## src/rtl/rs_param_station.sv

```systemverilog
// Reservation station: issue into the lowest free slot, CDB wakeup, single dispatch to the ALU.
// Define RS_AGE_SEL_EN to dispatch the oldest ready entry instead of the lowest-index one.
module rs_param_station #(
  parameter int RS_SIZE = 8,
  parameter int ROB_W   = 4,
  parameter int OP_W    = 6,
  parameter int DATA_W  = 32
) (
  input  logic              clk_in,
  input  logic              rst_in,
  input  logic              rdy_in,
  input  logic              rs_clear,
  output logic              rs_full,
  input  logic              issue_valid,
  input  logic [OP_W-1:0]   issue_op,
  input  logic [ROB_W-1:0]  issue_rob,
  input  logic              issue_qj_busy,
  input  logic [ROB_W-1:0]  issue_qj,
  input  logic [DATA_W-1:0] issue_vj,
  input  logic              issue_qk_busy,
  input  logic [ROB_W-1:0]  issue_qk,
  input  logic [DATA_W-1:0] issue_vk,
  input  logic              cdb_valid,
  input  logic [ROB_W-1:0]  cdb_rob,
  input  logic [DATA_W-1:0] cdb_value,
  input  logic              alu_ready,
  output logic              alu_valid,
  output logic [OP_W-1:0]   alu_op,
  output logic [ROB_W-1:0]  alu_rob,
  output logic [DATA_W-1:0] alu_vj,
  output logic [DATA_W-1:0] alu_vk
);
  localparam int IDX_W = (RS_SIZE > 1) ? $clog2(RS_SIZE) : 1;

  logic [RS_SIZE-1:0] r_busy, r_qj_busy, r_qk_busy;
  logic [OP_W-1:0]    r_op  [RS_SIZE];
  logic [ROB_W-1:0]   r_rob [RS_SIZE];
  logic [ROB_W-1:0]   r_qj  [RS_SIZE];
  logic [ROB_W-1:0]   r_qk  [RS_SIZE];
  logic [DATA_W-1:0]  r_vj  [RS_SIZE];
  logic [DATA_W-1:0]  r_vk  [RS_SIZE];

  logic              r_alu_valid;
  logic [OP_W-1:0]   r_alu_op;
  logic [ROB_W-1:0]  r_alu_rob;
  logic [DATA_W-1:0] r_alu_vj, r_alu_vk;

  logic [RS_SIZE-1:0] w_ready;
  logic [IDX_W-1:0]   w_free_idx, w_disp_idx;
  logic               w_found, w_issue, w_disp, w_cap_j, w_cap_k;

  assign rs_full   = &r_busy;
  assign w_ready   = r_busy & ~r_qj_busy & ~r_qk_busy;
  assign w_issue   = issue_valid & ~rs_full;
  assign w_disp    = alu_ready & w_found;
  assign w_cap_j   = cdb_valid & issue_qj_busy & (issue_qj == cdb_rob);
  assign w_cap_k   = cdb_valid & issue_qk_busy & (issue_qk == cdb_rob);

  assign alu_valid = r_alu_valid;
  assign alu_op    = r_alu_op;
  assign alu_rob   = r_alu_rob;
  assign alu_vj    = r_alu_vj;
  assign alu_vk    = r_alu_vk;

  always_comb begin
    w_free_idx = '0;
    for (int i = RS_SIZE - 1; i >= 0; i--)
      if (!r_busy[i]) w_free_idx = IDX_W'(i);
  end

`ifdef RS_AGE_SEL_EN
  // r_age ranks busy entries: 0 = newest, count-1 = oldest; ranks stay dense.
  logic [IDX_W-1:0] r_age [RS_SIZE];
  logic [IDX_W-1:0] w_best_age;

  always_comb begin
    w_disp_idx = '0;
    w_best_age = '0;
    w_found    = 1'b0;
    for (int i = 0; i < RS_SIZE; i++)
      if (w_ready[i] && (!w_found || r_age[i] > w_best_age)) begin
        w_found    = 1'b1;
        w_disp_idx = IDX_W'(i);
        w_best_age = r_age[i];
      end
  end

  always_ff @(posedge clk_in) begin
    if (rst_in || rs_clear) begin
      for (int i = 0; i < RS_SIZE; i++) r_age[i] <= '0;
    end else if (rdy_in) begin
      for (int i = 0; i < RS_SIZE; i++) begin
        if (w_disp && w_disp_idx == IDX_W'(i))
          r_age[i] <= '0;
        else if (w_issue && w_free_idx == IDX_W'(i))
          r_age[i] <= '0;
        else if (r_busy[i])
          r_age[i] <= r_age[i] + IDX_W'(w_issue)
                      - IDX_W'(w_disp && (r_age[i] > r_age[w_disp_idx]));
      end
    end
  end
`else
  always_comb begin
    w_disp_idx = '0;
    w_found    = 1'b0;
    for (int i = RS_SIZE - 1; i >= 0; i--)
      if (w_ready[i]) begin
        w_found    = 1'b1;
        w_disp_idx = IDX_W'(i);
      end
  end
`endif

  always_ff @(posedge clk_in) begin
    if (rst_in) begin
      r_busy      <= '0;
      r_qj_busy   <= '0;
      r_qk_busy   <= '0;
      for (int i = 0; i < RS_SIZE; i++) begin
        r_op[i]  <= '0;
        r_rob[i] <= '0;
        r_qj[i]  <= '0;
        r_qk[i]  <= '0;
        r_vj[i]  <= '0;
        r_vk[i]  <= '0;
      end
      r_alu_valid <= 1'b0;
      r_alu_op    <= '0;
      r_alu_rob   <= '0;
      r_alu_vj    <= '0;
      r_alu_vk    <= '0;
    end else if (rs_clear) begin
      r_busy      <= '0;
      r_alu_valid <= 1'b0;
    end else if (rdy_in) begin
      r_alu_valid <= w_disp;
      // Payload comes from pre-edge state, so a same-cycle broadcast cannot alter it.
      if (w_disp) begin
        r_alu_op             <= r_op[w_disp_idx];
        r_alu_rob            <= r_rob[w_disp_idx];
        r_alu_vj             <= r_vj[w_disp_idx];
        r_alu_vk             <= r_vk[w_disp_idx];
        r_busy[w_disp_idx]   <= 1'b0;
      end
      for (int i = 0; i < RS_SIZE; i++) begin
        if (cdb_valid && r_busy[i]) begin
          if (r_qj_busy[i] && r_qj[i] == cdb_rob) begin
            r_qj_busy[i] <= 1'b0;
            r_vj[i]      <= cdb_value;
          end
          if (r_qk_busy[i] && r_qk[i] == cdb_rob) begin
            r_qk_busy[i] <= 1'b0;
            r_vk[i]      <= cdb_value;
          end
        end
      end
      if (w_issue) begin
        r_busy[w_free_idx]    <= 1'b1;
        r_op[w_free_idx]      <= issue_op;
        r_rob[w_free_idx]     <= issue_rob;
        r_qj[w_free_idx]      <= issue_qj;
        r_qk[w_free_idx]      <= issue_qk;
        r_qj_busy[w_free_idx] <= issue_qj_busy & ~w_cap_j;
        r_qk_busy[w_free_idx] <= issue_qk_busy & ~w_cap_k;
        r_vj[w_free_idx]      <= w_cap_j ? cdb_value : issue_vj;
        r_vk[w_free_idx]      <= w_cap_k ? cdb_value : issue_vk;
      end
    end
  end
endmodule

```

## config.mk

```make
export PLATFORM = sky130hd
export DESIGN_NAME = rs_param_station
export DESIGN_NICKNAME = d
export VERILOG_FILES = /design/src/rtl/rs_param_station.sv
export SDC_FILE = /design/constraint.sdc
export NUM_CORES = 1
export LEC_CHECK = 0
export CORE_ASPECT_RATIO = 0.5
export CORE_MARGIN = 2
export CORE_UTILIZATION = 45
export DETAILED_ROUTE_END_ITERATION = 10
export PLACE_DENSITY = 0.68
export SLEW_MARGIN = 20
export SYNTH_ARGS = -nofsm -noshare
export SYNTH_HDL_FRONTEND = slang
export SYNTH_SLANG_ARGS = --single-unit
```

## constraint.sdc

```tcl
create_clock -name clk_in -period 5.88 [get_ports clk_in]
set_clock_uncertainty 0.05 [all_clocks]
set_input_delay 1.176 -clock clk_in [delete_from_list [all_inputs] [get_ports clk_in]]
set_output_delay 1.176 -clock clk_in [all_outputs]
set_load 0.01 [all_outputs]
```

==> results of run 1 <==
## through the flow
step	hold WS, ns	instances
after floorplan	0.413	2921
after global placement	0.403	3849
after detailed placement	0.408	3850
after CTS	0.425	3984
after global routing	0.435	3993
final	0.421	3994
## worst min path at each step
stage	start	to	slack, ns	cells after the start
after floorplan	r_qj_busy[4]$_SDFFE_PP0P_	r_qj_busy[4]$_SDFFE_PP0P_	0.41	2
after global placement	alu_vk[18]$_SDFFE_PP0P_	alu_vk[18]$_SDFFE_PP0P_	0.40	1
after detailed placement	alu_vj[4]$_SDFFE_PP0P_	alu_vj[4]$_SDFFE_PP0P_	0.41	1
after CTS	alu_vk[16]$_SDFFE_PP0P_	alu_vk[16]$_SDFFE_PP0P_	0.43	1
after global routing	alu_vk[16]$_SDFFE_PP0P_	alu_vk[16]$_SDFFE_PP0P_	0.43	1
final	alu_vk[16]$_SDFFE_PP0P_	alu_vk[16]$_SDFFE_PP0P_	0.42	1
## layout by cell type (no fill, tap or decap), types with 4 or more instances in the layout
master	n
sky130_fd_sc_hd__clkbuf_8	11
sky130_fd_sc_hd__a21oi_1	18
sky130_fd_sc_hd__clkinv_1	9
sky130_fd_sc_hd__dfxtp_1	99
sky130_fd_sc_hd__xor2_1	34
sky130_fd_sc_hd__clkinv_2	6
sky130_fd_sc_hd__a22oi_1	81
sky130_fd_sc_hd__o22ai_2	9
sky130_fd_sc_hd__buf_4	82
sky130_fd_sc_hd__a32o_1	73
sky130_fd_sc_hd__and3_1	40
sky130_fd_sc_hd__nand3_1	234
sky130_fd_sc_hd__a22o_1	512
sky130_fd_sc_hd__buf_16	5
sky130_fd_sc_hd__a21oi_4	12
sky130_fd_sc_hd__nor3_1	8
sky130_fd_sc_hd__nor2_1	27
sky130_fd_sc_hd__a21o_1	74
sky130_fd_sc_hd__and2_1	115
sky130_fd_sc_hd__clkbuf_16	78
sky130_fd_sc_hd__o21ai_0	18
sky130_fd_sc_hd__a222oi_1	73
sky130_fd_sc_hd__nand4_1	11
sky130_fd_sc_hd__xnor2_1	38
sky130_fd_sc_hd__nor3b_1	8
sky130_fd_sc_hd__clkbuf_1	25
sky130_fd_sc_hd__nand2_1	192
sky130_fd_sc_hd__inv_1	12
sky130_fd_sc_hd__a31oi_4	4
sky130_fd_sc_hd__clkdlybuf4s50_1	201
sky130_fd_sc_hd__diode_2	6
sky130_fd_sc_hd__edfxtp_1	656
sky130_fd_sc_hd__nor3_2	7
sky130_fd_sc_hd__o21ai_4	17
sky130_fd_sc_hd__nor4_1	7
sky130_fd_sc_hd__o2bb2ai_1	73
## power groups by stage
stage | Sequential [mW] | Combinational [mW] | Clock, mW
3_3_place_gp | 6.21 | 0.708 | 0
5_1_grt | 6.12 | 0.774 | 4.99
4_1_cts | 6.10 | 0.721 | 4.78
3_5_place_dp | 6.22 | 0.720 | 0
2_1_floorplan | 6.21 | 0.401 | 0
6_report | 6.10 | 0.738 | 4.79
## layer usage
metal | part of all wire (%) | GRT usage, % | up-vias | wire length, microns
met4 | 3.9 | 11.2 | 2 | 4690
li1 | - | - | 11470 | -
met3 | 12 | 7.28 | 298 | 14900
met5 | 0.021 | 0 | - | 26
met1 | 39 | 38.9 | 13871 | 47200
met2 | 45 | 44.7 | 1964 | 54600
## logic make-up after synthesis
logic type,share of synthesized area [%]
compound gates,23.3
flops,60.4
simple gates,9.65
buf+inv,4.86
xor+xnor,1.76
mux,0.0593
## layout make-up
type | count | area [sq um]
Antenna cell | 6 | 15.0
Clock buffer | 114 | 2200
Clock inverter | 20 | 179
Fill cell | 6506 | 37900
Inverter | 12 | 45.0
Multi-Input combinational cell | 1745 | 13100
Sequential cell | 755 | 21700
Tap cell | 1050 | 1310
Timing Repair Buffer | 292 | 2830
## sequential cells by signal (all words and copies together), names as in the netlist
name and count:
r_qk_busy 8, alu_rob 4, alu_op 6, r_qj_busy 8
r_rob 32, r_vj 256, alu_vj 32, r_qj 32
r_qk 32, r_vk 256, alu_valid 1, alu_vk 32
r_busy 8, r_op 48
## critical path, delay by kind of cell
kind | cells | cell delay [ns]
XOR/XNOR | 1 | 0.12
buffers and inverters | 4 | 1.91
AND/OR/NAND/NOR | 2 | 0.80
AO/OA/AOI/OAI | 2 | 0.53
==> impl_metrics.sql, run 1 <==
INSERT INTO impl_metrics (metric_group, metric, value, unit) VALUES
('run_status', 'outcome', 'finished, final reports clean', ''),
('die', 'die_width', '403', 'microns'),
('yosys', 'synth-edff-count', '656', ''),
('worst_setup_path', 'cell_count_of_the_worst_reg_to_reg_path', '7', ''),
('worst_setup_path', 'critPathSlowestCell', 'sky130_fd_sc_hd__clkdlybuf4s50_1', ''),
('die', 'die_height', '204', 'microns'),
('placement', 'routabilityCongestion', '0.918', ''),
('yosys', 'top_post_synthesis_cells_by_area', 'sky130_fd_sc_hd__edfxtp_1 (55%), sky130_fd_sc_hd__a22o_1 (12%), sky130_fd_sc_hd__dfxtp_1 (5.5%), sky130_fd_sc_hd__nand3_1 (3.3%), sky130_fd_sc_hd__clkbuf_1 (2.2%)', ''),
('clock_tree', 'ctsResizeCount', '0', ''),
('yosys', 'postSynthCellCount', '2921', ''),
('timing', 'maxClockFrequency', '0.239', 'GHz'),
('worst_setup_path', 'critical_path.startpoint', 'cdb_rob[3]', ''),
('power', 'power.density_cell_area', '281', 'mW/mm^2'),
('worst_setup_path', 'worstSetupPathType', 'in -> reg', ''),
('global_route', 'global_route_wire_length_before_repair', '177000', 'microns'),
('min_path', 'worst_hold_path_type', 'reg -> reg', ''),
('route', 'detail_route.iter0.violations', '4610', ''),
('die', 'fp.dieArea', '0.0822', 'sq mm'),
('placement', 'dp_hpwl', '69300', 'microns'),
('timing', 'timing_worst_slew_pin_value', '1.19', 'ns'),
('timing', 'final_count_of_hold_timing_violations', '0', ''),
('yosys', 'synth_top_cell_area_share', '54.9', '%'),
('timing', 'max-slew-margin-rel', '20.7', '%'),
('placement', 'io_buffer_count', '202', ''),
('clock_tree', 'clkSlewWorstSetupHoldPaths', '0.06', 'ns'),
('timing', 'timing.setup.tns', '0', 'ns'),
('flow_run', 'drv.max_cap_violation_count', '0', ''),
('power', 'p_leak', '14.2', 'nW'),
('route', 'drt_drc_violations_left', '0', ''),
('power', 'p_int', '8.98', 'mW'),
('worst_setup_path', 'kind_of_capture_point_of_the_worst_setup_path', 'flip-flop', ''),
('timing', 'finalMaxSlewViolations', '0', ''),
('clock_tree', 'clock-sinks', '755', ''),
('global_route', 'grt_util_all_layers', '28.8', '%'),
('layout', 'stdcell_area', '0.0413', 'sq mm'),
('worst_setup_path', 'worst_path_most_repeated_cell', 'sky130_fd_sc_hd__buf_4', ''),
('yosys', 'ys_types', '61', ''),
('timing', 'rsz0062_at_grt', 'no', ''),
('timing', 'worst_slack', '1.70', 'ns'),
('power', 'power.net_switching', '2.65', 'mW'),
('die', 'coreArea', '0.0792', 'sq mm'),
('clock_tree', 'holdBufCountCts', '0', ''),
('worst_setup_path', 'crit-reg2reg-capture', 'alu_vj[21]$_SDFFE_PP0P_', ''),
('power', 'power.share.clock', '41.2', '%'),
('worst_setup_path', 'critPathCapture', 'r_vj[4][20]$_DFFE_PP_', ''),
('yosys', 'synth_seq_cells', '755', ''),
('die', 'number_of_top_level_pins', '203', ''),
('yosys', 'mappedNetlistArea', '0.0359', 'sq mm'),
('clock_tree', 'worstSkewPairLatency', '0.63', 'ns'),
('route', 'ant_nets', '0', ''),
('worst_setup_path', 'worst-r2r-setup-slack', '1.81', 'ns'),
('die', 'rows', '73', ''),
('layout', 'share_of_post_route_cells_with_drive_strength_above_1', '9.19', '%'),
('yosys', 'seq_area_frac_synth', '60.4', '%'),
('power', 'p_total', '11.6', 'mW'),
('global_route', 'grt_pass1_vias', '27065', ''),
('power', 'seq_power_share', '52.5', '%'),
('yosys', 'ys.warnings.count', '0', ''),
('yosys', 'synth_largest_area_cell', 'sky130_fd_sc_hd__edfxtp_1', ''),
('worst_setup_path', 'critPathArrivalTime', '4.62', 'ns'),
('yosys', 'synth_common_cells', 'sky130_fd_sc_hd__edfxtp_1 (656), sky130_fd_sc_hd__a22o_1 (512), sky130_fd_sc_hd__nand3_1 (234)', ''),
('clock_tree', 'cts_tree', 'yes', ''),
('worst_setup_path', 'cell_by_cell_listing_of_the_critical_path', 'clkdlybuf4s50_1 > buf_4 > xor2_1 > nor4_4 > buf_4 > nand2_1 > o22ai_2 > buf_4 > a22o_1', ''),
('yosys', 'syn-mean-instance-area', '12.3', 'sq um'),
('clock_tree', 'cts_root_buffer', 'sky130_fd_sc_hd__clkbuf_16', ''),
('layout', 'final_nets', '3005', ''),
('worst_setup_path', 'start_kind', 'input pin', ''),
('route', 'via_count_of_the_routed_design', '27605', ''),
('clock_tree', 'clockBufferDepth', '3', ''),
('route', 'drt_pass1_iterations', '7', ''),
('layout', 'syn_to_final_growth', '15.1', '%');
(Power assumes the default switching activity.)
==> inputs of run 2 (changes only) <==
--- a/config.mk
+++ b/config.mk
@@ -9,7 +9,7 @@
 export CORE_MARGIN = 2
 export CORE_UTILIZATION = 45
 export DETAILED_ROUTE_END_ITERATION = 10
-export PLACE_DENSITY = 0.68
+export PLACE_DENSITY = 0.7
 export SLEW_MARGIN = 20
 export SYNTH_ARGS = -nofsm -noshare
 export SYNTH_HDL_FRONTEND = slang
==> constraint.sdc (replaced) <==
create_clock -name clk_in -period 3.7 [get_ports clk_in]
set_clock_uncertainty 0.05 [all_clocks]
set_input_delay 0.74 -clock clk_in [delete_from_list [all_inputs] [get_ports clk_in]]
set_output_delay 0.74 -clock clk_in [all_outputs]
set_load 0.01 [all_outputs]
==> run 2 against run 1 <==
Effect of this change: global-route usage grew 0.25 points; cell count increased by 1.1%; register-to-register slack worse by 1.4 ns; setup slack lost 1.3 ns; non-clock buffer count increased by 50; highest routed layer unchanged; sequential cell count unchanged; critical path depth fell by 2; core utilization up 1.2 points; via count increased by 0.49%; largest power group unchanged.
==> impl_metrics.sql, run 2 (synthesis gave the netlist of run 1 again) <==
INSERT INTO impl_metrics (metric_group, metric, value, unit) VALUES
('run_status', 'outcome', 'finished, final reports clean', ''),
('power', 'vdd_ir_drop_max', '0.290', 'mV'),
('timing', 'post-route-period-util', '89.9', '%'),
('min_path', 'worst_hold_path_type', 'reg -> reg', ''),
('die', 'fp.dieArea', '0.0822', 'sq mm'),
('global_route', 'global_route_wire_length_before_repair', '179000', 'microns'),
('die', 'number_of_top_level_pins', '203', ''),
('clock_tree', 'cts_setup_buffers', '0', ''),
('route', 'detail_route.iter0.violations', '4725', ''),
('global_route', 'grt_max_degree', '75', ''),
('timing', 'timing.setup.tns', '0', 'ns'),
('layout', 'final_nets', '3054', ''),
('layout', 'layout_common_cells', 'sky130_fd_sc_hd__edfxtp_1 (656), sky130_fd_sc_hd__a22o_1 (512), sky130_fd_sc_hd__nand3_1 (234)', ''),
('global_route', 'antenna_found_initial', '6', ''),
('route', 'ant_nets', '0', ''),
('die', 'die_height', '204', 'microns'),
('timing', 'maxClockFrequency', '0.301', 'GHz'),
('power', 'p_total', '18.4', 'mW'),
('layout', 'reg.largest.list', 'r_vj: 256 flops, r_vk: 256 flops, r_op: 48 flops', ''),
('worst_setup_path', 'worstSetupPathType', 'reg -> reg', ''),
('worst_setup_path', 'start_kind', 'flip-flop', ''),
('flow_run', 'drv.max_cap_violation_count', '0', ''),
('timing', 'finalMaxSlewViolations', '0', ''),
('clock_tree', 'clock-sinks', '755', ''),
('min_path', 'hold_path_startpoint', 'alu_vj[10]$_SDFFE_PP0P_', ''),
('global_route', 'grt_util_all_layers', '29.1', '%'),
('worst_setup_path', 'critical_path.startpoint', 'r_busy[4]$_SDFFE_PP0P_', ''),
('route', 'drt_drc_violations_left', '0', ''),
('min_path', 'hold_path_end', 'alu_vj[10]$_SDFFE_PP0P_', ''),
('global_route', 'grt_pass1_vias', '27486', ''),
('timing', 'max-slew-margin-rel', '22.4', '%'),
('placement', 'io_buffer_count', '202', ''),
('worst_setup_path', 'kind_of_capture_point_of_the_worst_setup_path', 'flip-flop', ''),
('clock_tree', 'cts_root_buffer', 'sky130_fd_sc_hd__clkbuf_16', ''),
('route', 'routedWlPerCell', '30.1', 'microns'),
('die', 'rows', '73', ''),
('worst_setup_path', 'worst-r2r-setup-slack', '0.37', 'ns'),
('clock_tree', 'tritoncts.num_buffers', '71', ''),
('power', 'power.density_cell_area', '435', 'mW/mm^2'),
('timing', 'rsz0062_at_grt', 'no', ''),
('route', 'drt_pass1_iterations', '9', ''),
('worst_setup_path', 'critPathArrivalTime', '3.84', 'ns'),
('worst_setup_path', 'crit-reg2reg-capture', 'alu_vk[0]$_SDFFE_PP0P_', ''),
('route', 'route.final.wire_length', '121000', 'microns'),
('layout', 'share_of_post_route_cells_with_drive_strength_above_1', '10.6', '%'),
('clock_tree', 'htree_levels', '3', ''),
('min_path', 'hold_depth', '1', ''),
('layout', 'syn_to_final_growth', '17.7', '%'),
('timing', 'timing_worst_slew_pin_value', '1.16', 'ns'),
('clock_tree', 'worstSkewPairLatency', '0.64', 'ns'),
('timing', 'setup_viol', '0', ''),
('placement', 'dp_hpwl', '71000', 'microns'),
('die', 'coreArea', '0.0792', 'sq mm'),
('layout', 'stdcell_area', '0.0423', 'sq mm'),
('timing', 'final_count_of_hold_timing_violations', '0', ''),
('layout', 'most_common_cell_after_layout_fill_and_taps_aside', 'sky130_fd_sc_hd__edfxtp_1', ''),
('clock_tree', 'ctsResizeCount', '0', ''),
('worst_setup_path', 'cell_count_of_the_worst_reg_to_reg_path', '7', ''),
('clock_tree', 'cts_tree', 'yes', ''),
('placement', 'routabilityCongestion', '0.920', ''),
('clock_tree', 'clkSlewWorstSetupHoldPaths', '0.07', 'ns'),
('power', 'p_leak', '14.7', 'nW'),
('route', 'post_drt_via_cell_ratio', '6.87', ''),
('worst_setup_path', 'reg2reg_from', 'r_busy[4]$_SDFFE_PP0P_', ''),
('timing', 'final_critical_period', '3.33', 'ns'),
('placement', 'postPlaceCellArea', '0.0398', 'sq mm'),
('clock_tree', 'clockBufferDepth', '3', ''),
('die', 'die_width', '403', 'microns'),
('die', 'initial_core_util', '45.3', '%'),
('worst_setup_path', 'cp.required', '4.21', 'ns'),
('global_route', 'gr-total-overflow', '0', ''),
('route', 'via_count_of_the_routed_design', '27740', ''),
('worst_setup_path', 'critical_path.max_fanout', '51', ''),
('clock_tree', 'holdBufCountCts', '0', '');
run 2: cell types whose count changed in the layout (fill, tap and decap cells not counted), moves of 3 or more:
cell / previous run / this run
sky130_fd_sc_hd__buf_12: 3 / 50
sky130_fd_sc_hd__diode_2: 6 / 3
sky130_fd_sc_hd__clkbuf_16: 78 / 75
sky130_fd_sc_hd__clkbuf_8: 11 / 7
run 2: worst max-delay path by stage:
stage	end	slack, ns	cells after the start
finish	alu_vk[0]$_SDFFE_PP0P_	0.37	7
global route	alu_vk[0]$_SDFFE_PP0P_	0.36	7
CTS	alu_vk[0]$_SDFFE_PP0P_	0.45	7
detailed placement	r_vk[2][17]$_DFFE_PP_	0.13	7
global placement	r_vk[1][17]$_DFFE_PP_	0.16	8
floorplan	r_vj[1][0]$_DFFE_PP_	0.03	7
run 2: cell type report:
| cell class | instances | area (sq um) |
|---|---|---|
| fillers | 6346 | 36900 |
| multi-input cells | 1745 | 13100 |
| diodes | 3 | 7.51 |
| well taps | 1050 | 1310 |
| flip-flops and latches | 755 | 21700 |
| clock inverters | 22 | 224 |
| inverters | 12 | 45.0 |
| repair buffers | 342 | 3830 |
| clock buffers | 109 | 2070 |
run 2: routing by layer:
layer  vias up  global-route usage, %  wire (microns)
met2      1970                   45.5           55700
li1      11569                      -               -
met1     13898                   38.5           46000
met3       297                   7.06           14800
met5         -                      0              43
met4         6                   13.0            4870
run 2: stage by stage:
step	hold WS, ns	std cells	setup WS, ns	utilization, %
floorplan	0.413	2921	0.0334	-
global placement	0.403	3896	0.159	50.2
detailed placement	0.407	3900	0.132	50.3
CTS	0.423	4031	0.446	53.2
global route	0.443	4038	0.360	53.4
finish	0.417	4038	0.373	53.4
run 2: critical path: stages (launching register included):
cell and delay (ns):
sky130_fd_sc_hd__dfxtp_1 0.39, sky130_fd_sc_hd__nor3b_1 0.21, sky130_fd_sc_hd__or4_1 0.66, sky130_fd_sc_hd__or3_1 0.39
sky130_fd_sc_hd__and3_4 0.24, sky130_fd_sc_hd__nor2_4 0.69, sky130_fd_sc_hd__buf_12 0.40, sky130_fd_sc_hd__a32o_1 0.20
run 2: power by group:
group          total (mW)  internal [mW]  switching (mW)
registers            9.70           9.59           0.109
clock network        7.44           4.17            3.27
logic                1.25          0.437           0.815
total                18.4           14.2            4.19
